### src/rtl/tm1638_ctrl_if.sv
// Word-level link between the TM1638 sequencer (master) and the spi byte engine (slave).
interface tm1638_ctrl_if;
  logic        busy;
  logic        data_ready;
  logic [16:0] data;

  modport master (input busy, output data_ready, output data);
  modport slave  (output busy, input data_ready, input data);
endinterface

### src/rtl/tm1638_ctrl.sv
// TM1638 refresh sequencer: keeps a 16-byte display shadow plus brightness/on setting
// and streams CTRL, MODE, ADDR and 16 data words to the spi engine whenever they need pushing.
//
// state       | meaning
// S_IDLE      | nothing in flight; launch on dirty or timer expiry
// S_ISSUE     | waiting for spi idle, then present one word for a single cycle
// S_WAIT_ACK  | word presented, waiting for spi busy to rise
// S_WAIT_DONE | spi working on the word, waiting for busy to fall
module tm1638_ctrl #(
  parameter int unsigned REFRESH_CYCLES  = 1_000_000,
  parameter logic [2:0]  INIT_BRIGHTNESS = 3'd7
) (
  input  logic        i_Clk,
  input  logic        i_Rst,
  input  logic        i_Wr,
  input  logic [3:0]  i_Wr_Addr,
  input  logic [7:0]  i_Wr_Data,
  input  logic [2:0]  i_Brightness,
  input  logic        i_Display_On,
  output logic        o_Idle,
  tm1638_ctrl_if.master spi
);

  localparam logic [1:0] S_IDLE      = 2'd0;
  localparam logic [1:0] S_ISSUE     = 2'd1;
  localparam logic [1:0] S_WAIT_ACK  = 2'd2;
  localparam logic [1:0] S_WAIT_DONE = 2'd3;

  localparam logic [4:0] LAST_STEP = 5'd18;
  localparam int TW = (REFRESH_CYCLES > 1) ? $clog2(REFRESH_CYCLES) : 1;

  logic [1:0]    state_q, state_d;
  logic [4:0]    step_q, step_d;
  logic          dirty_q, dirty_d;
  logic [TW-1:0] timer_q, timer_d;
  logic          ready_q, ready_d;
  logic [16:0]   data_q, data_d;
  logic [3:0]    set_q;
  logic [7:0]    shadow_q [16];

  logic          set_chg;
  logic          expire;
  logic [3:0]    data_idx;
  logic [16:0]   word;

  assign set_chg  = ({i_Display_On, i_Brightness} != set_q);
  assign expire   = (REFRESH_CYCLES != 0) && (timer_q == TW'(REFRESH_CYCLES - 1));
  assign data_idx = 4'(step_q - 5'd3);

  // Word content is taken from the live shadow/setting at issue time.
  always_comb begin
    case (step_q)
      5'd0:    word = {1'b1, 8'h00, 4'b1000, set_q};
      5'd1:    word = {1'b1, 8'h00, 8'h40};
      5'd2:    word = {1'b0, 8'h00, 8'hC0};
      default: word = {(step_q == LAST_STEP), 8'h00, shadow_q[data_idx]};
    endcase
  end

  always_comb begin
    state_d = state_q;
    step_d  = step_q;
    dirty_d = dirty_q;
    timer_d = timer_q;
    ready_d = 1'b0;
    data_d  = data_q;
    case (state_q)
      S_IDLE: begin
        if (dirty_q || expire) begin
          dirty_d = 1'b0;
          step_d  = '0;
          timer_d = '0;
          state_d = S_ISSUE;
        end else if (REFRESH_CYCLES != 0) begin
          timer_d = timer_q + TW'(1);
        end
      end
      S_ISSUE: begin
        if (!spi.busy) begin
          ready_d = 1'b1;
          data_d  = word;
          state_d = S_WAIT_ACK;
        end
      end
      S_WAIT_ACK: begin
        if (spi.busy) state_d = S_WAIT_DONE;
      end
      default: begin
        if (!spi.busy) begin
          if (step_q == LAST_STEP) begin
            state_d = S_IDLE;
          end else begin
            step_d  = step_q + 5'd1;
            state_d = S_ISSUE;
          end
        end
      end
    endcase
    // A new request landing on the launch cycle must survive the clear above.
    if (i_Wr || set_chg) dirty_d = 1'b1;
  end

  always_ff @(posedge i_Clk) begin
    if (i_Rst) begin
      state_q <= S_IDLE;
      step_q  <= '0;
      dirty_q <= 1'b1;
      timer_q <= '0;
      ready_q <= 1'b0;
      data_q  <= '0;
      set_q   <= {1'b1, INIT_BRIGHTNESS};
      for (int i = 0; i < 16; i++) shadow_q[i] <= '0;
    end else begin
      state_q <= state_d;
      step_q  <= step_d;
      dirty_q <= dirty_d;
      timer_q <= timer_d;
      ready_q <= ready_d;
      data_q  <= data_d;
      set_q   <= {i_Display_On, i_Brightness};
      if (i_Wr) shadow_q[i_Wr_Addr] <= i_Wr_Data;
    end
  end

  assign spi.data_ready = ready_q;
  assign spi.data       = data_q;
  assign o_Idle         = (state_q == S_IDLE) && !dirty_q;

endmodule

### src/flat_wrapper.sv
// flat-port wrapper written by rule: the top's interface ports become plain ports
module tm1638_ctrl_flat 
#(
  parameter int unsigned REFRESH_CYCLES  = 1_000_000,
  parameter logic [2:0]  INIT_BRIGHTNESS = 3'd7
)
  (i_Clk, i_Rst, i_Wr, i_Wr_Addr, i_Wr_Data, i_Brightness, i_Display_On, o_Idle, spi_busy, spi_data_ready, spi_data);
  tm1638_ctrl_if spi_i ();
  input  logic i_Clk;
  input  logic i_Rst;
  input  logic i_Wr;
  input  logic [3:0] i_Wr_Addr;
  input  logic [7:0] i_Wr_Data;
  input  logic [2:0] i_Brightness;
  input  logic i_Display_On;
  output logic o_Idle;
  input wire logic [$bits(spi_i.busy)-1:0] spi_busy;
  output wire logic [$bits(spi_i.data_ready)-1:0] spi_data_ready;
  output wire logic [$bits(spi_i.data)-1:0] spi_data;
  assign spi_i.busy = spi_busy;
  assign spi_data_ready = spi_i.data_ready;
  assign spi_data = spi_i.data;
  tm1638_ctrl #(.REFRESH_CYCLES(REFRESH_CYCLES), .INIT_BRIGHTNESS(INIT_BRIGHTNESS)) u_core (.i_Clk(i_Clk), .i_Rst(i_Rst), .i_Wr(i_Wr), .i_Wr_Addr(i_Wr_Addr), .i_Wr_Data(i_Wr_Data), .i_Brightness(i_Brightness), .i_Display_On(i_Display_On), .o_Idle(o_Idle), .spi(spi_i));
endmodule
### config.mk
export PLATFORM = sky130hd
export DESIGN_NAME = tm1638_ctrl_flat
export DESIGN_NICKNAME = d
export VERILOG_FILES = /design/src/rtl/tm1638_ctrl_if.sv /design/src/rtl/tm1638_ctrl.sv /design/src/flat_wrapper.sv
export SDC_FILE = /design/constraint.sdc
export NUM_CORES = 1
export LEC_CHECK = 0
export ABC_AREA = 1
export ABC_CLOCK_PERIOD_IN_PS = 5200
export BUFFER_PORTS_ARGS = -buffer_cell sky130_fd_sc_hd__buf_2
export CAP_MARGIN = 20
export CELL_PAD_IN_SITES_DETAIL_PLACEMENT = 1
export CELL_PAD_IN_SITES_GLOBAL_PLACEMENT = 1
export CORE_ASPECT_RATIO = 1.2
export CORE_MARGIN = 1.5
export CORE_UTILIZATION = 28
export CTS_BUF_LIST = sky130_fd_sc_hd__clkbuf_2 sky130_fd_sc_hd__clkbuf_4 sky130_fd_sc_hd__clkbuf_8
export DETAILED_ROUTE_END_ITERATION = 8
export GPL_TIMING_DRIVEN = 0
export PLACE_DENSITY = 0.61
export RECOVER_POWER = 50
export SETUP_SLACK_MARGIN = 0.5
export SLEW_MARGIN = 0
export SYNTH_ARGS = -nofsm -noshare
export SYNTH_HDL_FRONTEND = slang
export SYNTH_SLANG_ARGS = --single-unit
### constraint.sdc
create_clock -name i_Clk -period 5.2 [get_ports i_Clk]
set_clock_uncertainty 0.05 [all_clocks]
set_input_delay 0.26 -clock i_Clk [delete_from_list [all_inputs] [get_ports i_Clk]]
set_output_delay 0.26 -clock i_Clk [all_outputs]
set_load 0.005 [all_outputs]
======== Word-level counts from Yosys, hierarchy flattened ========
Memory sizes are Yosys's and may differ from the RTL's.
Cells that the tools add are included.
word-level totals
  output and inout port bits .............. 19
  input port bits ......................... 20
  bits in writable memories ............... 128
  flip-flop bits (word level) ............. 50
  word-level logic and storage cells ...... 62
  memories kept ........................... 1
cells by class
  bitwise logic cells ..................... 3
  equal/unequal tests ..................... 13
  reductions and logical operators ........ 14
  muxes and demuxes ....................... 21
  $add $sub $neg .......................... 3
memories
  name             words  bits a word  read ports  clocked after Yosys merged registers in  write ports  RTL line           RTL
  u_core.shadow_q  16     8            1           0                                        16           tm1638_ctrl.sv:39  logic [7:0] shadow_q [16];
operators with widths
  operator                                                count
  case mux 17 bit (3 select lines)                        1
  adder 20 x 1 -> 20 bit (second input constant)          1
  == test 20 bit (second input constant)                  1
  two-way mux 20 bit                                      1
  two-way mux 5 bit                                       3
  case mux 5 bit (2 select lines)                         1
  two-way mux 1 bit                                       8
  two-way mux 2 bit                                       4
  two-way mux 8 bit                                       1
  AND reduction 4 bit                                     2
  OR reduction 8 bit                                      1
  inequality test 2 bit (second input constant)           3
  case mux 2 bit (3 select lines)                         1
  OR reduction 2 bit                                      3
  adder 5 x 1 -> 5 bit (second input constant)            1
  == test 5 x 1 -> 1 bit (second input constant)          1
  == test 5 x 2 -> 1 bit (second input constant)          1
  == test 5 bit (second input constant)                   1
  zero test 5 bit                                         1
  two-way mux 4 bit                                       1
  inequality test 2 x 1 -> 1 bit (second input constant)  2
  inequality test 4 bit                                   1
  AND reduction 2 bit                                     2
  subtractor 4 x 2 -> 4 bit (second input constant)       1
  other kinds (8)                                         11

======== Logic depth before layout (Yosys ltp) ========
Gate-level depths: netlist of the first run.
  depth after elaboration ................. 5
  mapped depth ............................ 13
  depth with buffers taken out ............ 11

======== Worst setup path before layout of the first run ========
Ideal clock, no wire load.
  path kind ............................... flip-flop to flip-flop
  start point ............................. register u_core.step_q[0]
  end point ............................... register u_core.data_q[4] (netlist: u_core.spi.data[4])
  library setup time ...................... 0.129 ns
  data required time ...................... 5.021 ns
  setup slack ............................. 3.068 ns
  arrival ................................. 1.953 ns
  stages on the path, launching flop included .. 13
  buffers on the path ..................... 4
  period minus slack after synthesis ...... 2.132 ns
  path through ............................ dfxtp_1 -> inv_2 -> buf_2 -> buf_2 -> ha_1 -> clkbuf_1 -> inv_2 -> clkbuf_1 -> nand3_1 -> nand3_1 -> nand3_1 -> nand3_1 -> a21oi_2
between the ends
  longest elaborated chain between the ends .. 3
  elaborated cells on any way between the ends .. 6
  those cells by class .................... add/sub: 1; eq/ne: 2; mux: 1; reduce/logical: 1; memory: 1
ends and longest elaborated chain
  what                                RTL line            RTL
  start: declaration                  tm1638_ctrl.sv:33   logic [4:0] step_q, step_d;
  start signal: assignment            tm1638_ctrl.sv:115  step_q <= step_d;
  subtractor 4 x 2 -> 4 bit           tm1638_ctrl.sv:48   assign data_idx = 4'(step_q - 5'd3);
  memory (16 x 8 bit)                 --
  case mux 17 bit (3 select lines) *  tm1638_ctrl.sv:52   case (step_q)
  end signal: assignment              tm1638_ctrl.sv:119  data_q <= data_d;
  end: declaration                    tm1638_ctrl.sv:37   logic [16:0] data_q, data_d;
Mark *: on every way between the ends. The rest lies on a longest branch, timed or not.
A chain may end at the register's enable or synchronous reset.

======== Worst setup path after layout of the first run ========
Ends and elaborated chain as after synthesis.

==> metrics.yaml, run 1 <==
outcome:
  outcome: "finished, final reports clean"
synth:
  synth-edff-count: 128
  avgSynthCellArea_um2: 8.42
  yosysMostFrequentCell: "nand2_1"
  postSynth.asyncResetShare_pct: 0
  synth_cells: 990
  yosys.area_share.adder_pct: 1.35
  synth_mux_area_share_pct: 0
  yosys.area_share.simple_pct: 29.6
  synth_common_cells: "nand2_1 (262), nor2_1 (191), edfxtp_1 (128)"
  synth_top_family_by_area: "simple AND/OR/NAND/NOR gates"
  synth_compound_area_share_pct: 2.73
  synth_top_area_cell: "edfxtp_1"
  ys_types: 35
  ys.flop_type: "edfxtp_1"
  synth_xor_area_share_pct: 1.94
  syn_area_um2: 8330
  ys_top_cells_by_area: "edfxtp_1 (46%), nand2_1 (12%), dfxtp_1 (10%)"
  ys_warn_count: 0
  yosysSeqAreaShare_pct: 56.2
  netlist.area_leader.share_pct: 46.1
  ys_seq_elements: 170
timing:
  hold_violations: 0
  slew_headroom_pct: 26.3
  timing.final.crit_share_pct: 68.7
  fmax_ghz: 0.280
  finalMaxSlewViolations: 0
  whs_ns: 0.175
  layout_min_cycle_time_ns: 3.57
  grt_setup_unrepaired: "no"
  final-setup-viol-count: 0
  tightest_slew_ns: 1.10
  tns_ns: 0
layout:
  fin_area_um2: 9320
  layout-drive-gt1-share_pct: 7.81
  diodes: 0
  nets: 1080
  syn2layout_area_growth_pct: 11.8
cts:
  cts_buffer_depth: 2
  cts_resized: 0
  cts.sinks: 170
  clk_pin_slew_ns: 0.10
  htreeDepth: 4
  cts_made_buffers: 17
  post-cts-setup-buffer-count: 0
  root_buffer: "clkbuf_8"
  clkLatencyLatePin_ns: 0.48
  cts_tree: "done"
worst_hold_path:
  whs_path_depth: 3
  hp-class: "input pin to flop"
worst_setup_path:
  reg2reg_to: "u_core.spi.data[4]$_SDFFE_PP0P_"
  crit_required_ns: 5.50
  cp.depth: 12
  end_kind: "flop"
  crit_family: "buffers and inverters"
  cp_cell_sequence: "inv_1, clkbuf_1, clkbuf_1, ha_1, clkbuf_1, inv_2, clkbuf_1, nand3_1, nand3_1, nand3_1, nand3_1, a21oi_2"
  r2r_slack_ns: 1.63
  crit_fanout: 11
  cp_num_buf_inv: 6
  reg2reg_depth: 12
  path_class: "flop to flop"
  worst_ep_arrival_time_ns: 3.87
  startpoint: "u_core.step_q[0]$_SDFFE_PP0P_"
  cpMaxStageDelayCell: "clkbuf_1"
  crit_path_end: "u_core.spi.data[4]$_SDFFE_PP0P_"
  start_kind: "flop"
  reg2reg_from: "u_core.step_q[0]$_SDFFE_PP0P_"
  critPathMaxStageDelay_ns: 0.57
global_routing:
  antenna_found_initial: 0
  grt_max_degree: 17
  grt_pass1_wl_mm: 38.6
  grt.overflow.total: 0
  track_usage_pct: 16.8
  grt_pass1_vias: 6756
power_and_ir_drop:
  power.density_nw_per_um2: 411
  power_leakage_nw: 4.01
  worst_ir_drop_vdd_v: 0.000224
  finalPower_mw: 3.83
place:
  place_area_um2: 9000
  globalplace.congestion: 0.814
  portBuffers: 30
  hpwl_mm: 18.3
drt:
  via_per_inst: 4.54
  drt-total-wl_mm: 24.8
  ant_nets: 0
  drt_iter0_drc: 334
  wl_per_cell_um: 17.0
  vias: 6602
  drc: 0
  first_pass_iters: 4
floorplanning:
  start_util_pct: 28.3
  io_pins: 39
  core_um2: 29400
  die_h_um: 192
  die_w_um: 160
  die-area_um2: 30800
  core.rowCount: 69
run:
  max_cap_viol_count: 0
-- placed cells by master, fill, tap and decap left out, types with 2 or more instances in the layout --
cell type / n
or2_2: 2
edfxtp_1: 128
conb_1: 8
clkinv_4: 2
nand4_1: 9
xnor2_1: 7
xor2_1: 4
xor2_2: 3
nand3_1: 105
nand2_2: 2
ha_1: 9
clkbuf_8: 17
a21oi_1: 15
dlygate4sd3_1: 5
nand2_1: 264
inv_1: 111
inv_2: 2
o22ai_1: 2
buf_6: 2
buf_2: 30
clkinv_1: 4
buf_4: 11
dfxtp_1: 42
nor2_1: 194
inv_6: 4
nor3_1: 14
o21ai_0: 20
clkbuf_1: 34
clkinv_2: 2
-- layer usage --
| layer | up-vias | part of all wire (%) | track usage, % |
|---|---|---|---|
| met2 | 96 | 50 | 30.0 |
| met5 | - | 0 | 0 |
| met3 | 33 | 3.6 | 3.02 |
| met4 | 0 | 2.6 | 6.11 |
| met1 | 3196 | 44 | 20.1 |
| li1 | 3277 | - | - |
-- per-stage QoR --
| step | setup slack, ns | util [%] | instances |
|---|---|---|---|
| 4_1_cts | 2.14 | 31.9 | 1453 |
| 2_1_floorplan | 3.07 | - | 997 |
| 3_3_place_gp | 2.19 | 30.6 | 1417 |
| 5_1_grt | 1.40 | 31.7 | 1453 |
| 3_5_place_dp | 2.17 | 30.6 | 1417 |
| 6_report | 1.63 | 31.7 | 1453 |
-- how the worst min path moves through the flow --
stage / startpoint / end / slack (ns)
after floorplan: i_Brightness[1] / u_core.set_q[1]$_SDFF_PP1_ / 0.30
after global placement: u_core.spi.data[5]$_SDFFE_PP0P_ / u_core.spi.data[5]$_SDFFE_PP0P_ / 0.42
after detailed placement: u_core.spi.data[5]$_SDFFE_PP0P_ / u_core.spi.data[5]$_SDFFE_PP0P_ / 0.42
after CTS: i_Wr_Data[7] / u_core.shadow_q[5][7]$_SDFFCE_PN0P_ / 0.16
after global routing: i_Wr_Data[7] / u_core.shadow_q[5][7]$_SDFFCE_PN0P_ / 0.19
final: i_Wr_Data[7] / u_core.shadow_q[2][7]$_SDFFCE_PN0P_ / 0.17
-- state kept, by name, summed over array words and instances, names as in the netlist --
signal,flops
u_core.spi.data_ready,1
u_core.spi.data,9
u_core.timer_q,20
u_core.shadow_q,128
u_core.state_q,2
u_core.step_q,5
u_core.dirty_q,1
u_core.set_q,4
-- final cells by class --
cell class / count / area [um2]
Fill cell: 3553 / 20100
Sequential cell: 170 / 4680
Multi-Input combinational cell: 667 / 2960
Tap cell: 390 / 488
Inverter: 113 / 424
Buffer: 47 / 246
Clock buffer: 17 / 234
Timing Repair Buffer: 35 / 186
Clock inverter: 14 / 96.3
-- cells by family after synthesis --
| group | Yosys count |
|---|---|
| adders and majority gates | 9 |
| DFF | 170 |
| buffers and inverters | 160 |
| xor gates and xnor gates | 15 |
| AOI/OAI and AO/OA | 42 |
| other | 1 |
| and+or+nand+nor | 593 |
-- power by group --
part	total, mW	internal (mW)	leakage [nW]	switching (mW)
logic	1.37	0.398	2.28	0.968
registers	1.61	1.55	1.56	0.0567
clock network	0.855	0.329	0.169	0.526
total	3.83	2.28	4.01	1.55
-- worst min-delay path: cells and delay by family --
kind | cells | cell delay (ns)
buffers and inverters | 2 | 0.20
and+or+nand+nor | 1 | 0.13
-- timing repair --
item	CTS	global route
setup endpoints to repair	0	0
hold buffers	5	0
hold endpoints to repair	5	0
Power figures use the tool's default switching activity.
==> run 2: changes to the inputs <==
ABC_CLOCK_PERIOD_IN_PS = 3600   (was 5200)
clock period = 3.6 ns   (was 5.2 ns; I/O delays follow)
==> metrics.yaml, run 2 (synthesis gave the netlist of run 1 again) <==
power_and_ir_drop:
  power.net_switching_mw: 2.23  # +44%
  power.density_nw_per_um2: 594  # +44%
  power_leakage_nw: 4.02  # +0.27%
  worst_ir_drop_vdd_v: 0.000327  # +46%
  intPower_mw: 3.30  # +45%
  comb_power_share_pct: 35.7  # about the same
  clockPowerShare_pct: 22.3  # about the same
  seqPwrFrac_pct: 42.0  # about the same
  sw_frac_of_total_pct: 40.4  # -0.10 points
  finalPower_mw: 5.54  # +44%
timing:
  layout_min_cycle_time_ns: 3.11  # -0.464 ns
  timing.final.crit_share_pct: 86.3  # +18 points
  hold_violations: 0  # unchanged
  tightest_slew_ns: 1.10  # -0.00121 ns
  final-setup-viol-count: 0  # unchanged
  finalMaxSlewViolations: 0  # unchanged
  fmax_ghz: 0.322  # +15%
  grt_setup_unrepaired: "no"
  tns_ns: 0  # unchanged
  setup_slack_ns: 0.494  # -1.14 ns
  slew_headroom_pct: 26.4  # +0.081 points
worst_setup_path:
  crit_required_ns: 3.96  # -1.54 ns
  worst_ep_arrival_time_ns: 3.47  # -0.40 ns
  r2r_slack_ns: 0.49  # -1.14 ns
  crit_path_end: "u_core.spi.data[6]$_SDFFE_PP0P_"
  cpMaxStageDelayCell: "clkbuf_1"
  critPathMaxStageDelay_ns: 0.54  # -0.03 ns
  end_kind: "flop"
  reg2reg_depth: 13  # +1
  cp_cell_sequence: "inv_2, buf_2, clkbuf_1, ha_1, clkbuf_1, inv_2, buf_2, nand3_1, nand3_1, nand3_1, nand2_1, nand2_1, a21oi_1"
  start_kind: "flop"
  path_class: "flop to flop"
  crit_fanout: 11  # unchanged
  reg2reg_to: "u_core.spi.data[6]$_SDFFE_PP0P_"
  startpoint: "u_core.step_q[0]$_SDFFE_PP0P_"
  cp.depth: 13  # +1
  crit_family: "buffers and inverters"
  reg2reg_from: "u_core.step_q[0]$_SDFFE_PP0P_"
  cpMostUsedCell: "nand3_1"
  cp_num_buf_inv: 6  # unchanged
cts:
  root_buffer: "clkbuf_8"
  clk_pin_slew_ns: 0.10  # about the same
  clkLatencyLatePin_ns: 0.48  # about the same
  cts_tree: "done"
  cts_made_buffers: 17  # unchanged
  post-cts-setup-buffer-count: 0  # unchanged
  htreeDepth: 4  # unchanged
  cts.sinks: 170  # unchanged
  cts_buffer_depth: 2  # unchanged
drt:
  via_per_inst: 4.55  # about the same
  first_pass_iters: 4  # unchanged
  drc: 0  # unchanged
  ant_nets: 0  # unchanged
  vias: 6607  # +0.076%
  drt-total-wl_mm: 24.7  # -0.11%
  wl_per_cell_um: 17.0  # -0.11%
  drt_iter0_drc: 336  # +0.60%
layout:
  largest_reg_flops: 128  # unchanged
  final_cells: 1453  # unchanged
  fillers: 3551  # -0.056%
  layout_common_cells: "nand2_1 (264), nor2_1 (194), edfxtp_1 (128)"
  final_core_util_pct: 31.7  # about the same
  syn2layout_area_growth_pct: 11.9  # about the same
  final_common_cell: "nand2_1"
  diodes: 0  # unchanged
  layout-drive-gt1-share_pct: 8.28  # +0.47 points
  regMostFlops: "u_core.shadow_q"
  nets: 1080  # unchanged
run:
  max_cap_viol_count: 0  # unchanged
floorplanning:
  die_h_um: 192  # unchanged
  start_util_pct: 28.3  # unchanged
  core_um2: 29400  # unchanged
  die_w_um: 160  # unchanged
  core.rowCount: 69  # unchanged
  die-area_um2: 30800  # unchanged
  io_pins: 39  # unchanged
global_routing:
  grt.overflow.total: 0  # unchanged
  grt_pass1_wl_mm: 38.6  # unchanged
  grt_pass1_vias: 6756  # unchanged
  track_usage_pct: 16.8  # unchanged
  antenna_found_initial: 0  # unchanged
  grt_max_degree: 17  # unchanged
outcome:
  outcome: "finished, final reports clean"
place:
  portBuffers: 30  # unchanged
  dp_cells: 1417  # unchanged
  place_ws_ns: 0.566  # -1.60 ns
  globalplace.congestion: 0.814  # unchanged
  hpwl_mm: 18.3  # unchanged
worst_hold_path:
  hp-class: "input pin to flop"
==> run 2: cell count changes in the layout (fill, tap and decap cells not counted) <==
cell	before	now
clkbuf_1	34	30
buf_2	30	31
inv_2	2	3
inv_1	111	110
clkbuf_2	0	3
==> run 2: timing repair <==
action,CTS,global route
resized for setup,0,6
endpoints found under the setup margin,0,5
hold endpoints to repair,5,0
hold buffers,5,0
==> run 2: area by class of cell <==
cell class | instances | area, um2 | share of cell area, %
clock buffers | 17 | 234 | 2.51
well taps | 390 | 488 | 5.23
multi-input cells | 667 | 2960 | 31.7
inverters | 113 | 424 | 4.55
flip-flops and latches | 170 | 4680 | 50.2
clock inverters | 14 | 96.3 | 1.03
repair buffers | 35 | 186 | 2.00
plain buffers | 47 | 251 | 2.70
==> run 2: how the worst min path moves through the flow <==
stage | depth (start not counted) | slack (ns) | from | endpoint
detailed placement | 3 | 0.35 | i_Display_On | u_core.set_q[3]$_SDFF_PP1_
global route | 3 | 0.11 | i_Wr_Data[7] | u_core.shadow_q[5][7]$_SDFFCE_PN0P_
floorplan | 2 | 0.22 | i_Brightness[1] | u_core.set_q[1]$_SDFF_PP1_
CTS | 3 | 0.08 | i_Wr_Data[7] | u_core.shadow_q[5][7]$_SDFFCE_PN0P_
global placement | 3 | 0.34 | i_Display_On | u_core.set_q[3]$_SDFF_PP1_
finish | 3 | 0.09 | i_Wr_Data[7] | u_core.shadow_q[2][7]$_SDFFCE_PN0P_
==> run 2: worst reg2reg max path: cells and delay by family, from the launching register on <==
family | cells | cell delay (ns)
buf+inv | 6 | 1.54
fa+ha+maj | 1 | 0.34
simple gates | 5 | 0.60
flops | 1 | 0.41
compound gates | 1 | 0.11
==> run 2: stage by stage <==
stage	hold slack (ns)	instance area, um2
after floorplan	0.223	8360
after global placement	0.340	9000
after detailed placement	0.348	9000
after CTS	0.0776	9380
after global routing	0.112	9320
final	0.0948	9320
==> run 2: routing by layer <==
layer / track usage (%) / routed length, um / up-vias
met2: 30.0 / 12400 / 104
met5: 0 / 0 / -
met3: 3.02 / 1100 / 33
met1: 20.1 / 10600 / 3191
met4: 6.11 / 653 / 0
li1: - / - / 3279
==> run 2: power by group through the flow <==
| stage | clock (mW) | sequential (mW) | combinational (mW) |
|---|---|---|---|
| after floorplan | 0 | 2.34 | 1.33 |
| after global placement | 0 | 2.37 | 2.00 |
| after detailed placement | 0 | 2.37 | 2.02 |
| after CTS | 1.26 | 2.33 | 2.03 |
| after global routing | 1.33 | 2.34 | 2.20 |
| final | 1.23 | 2.33 | 1.98 |
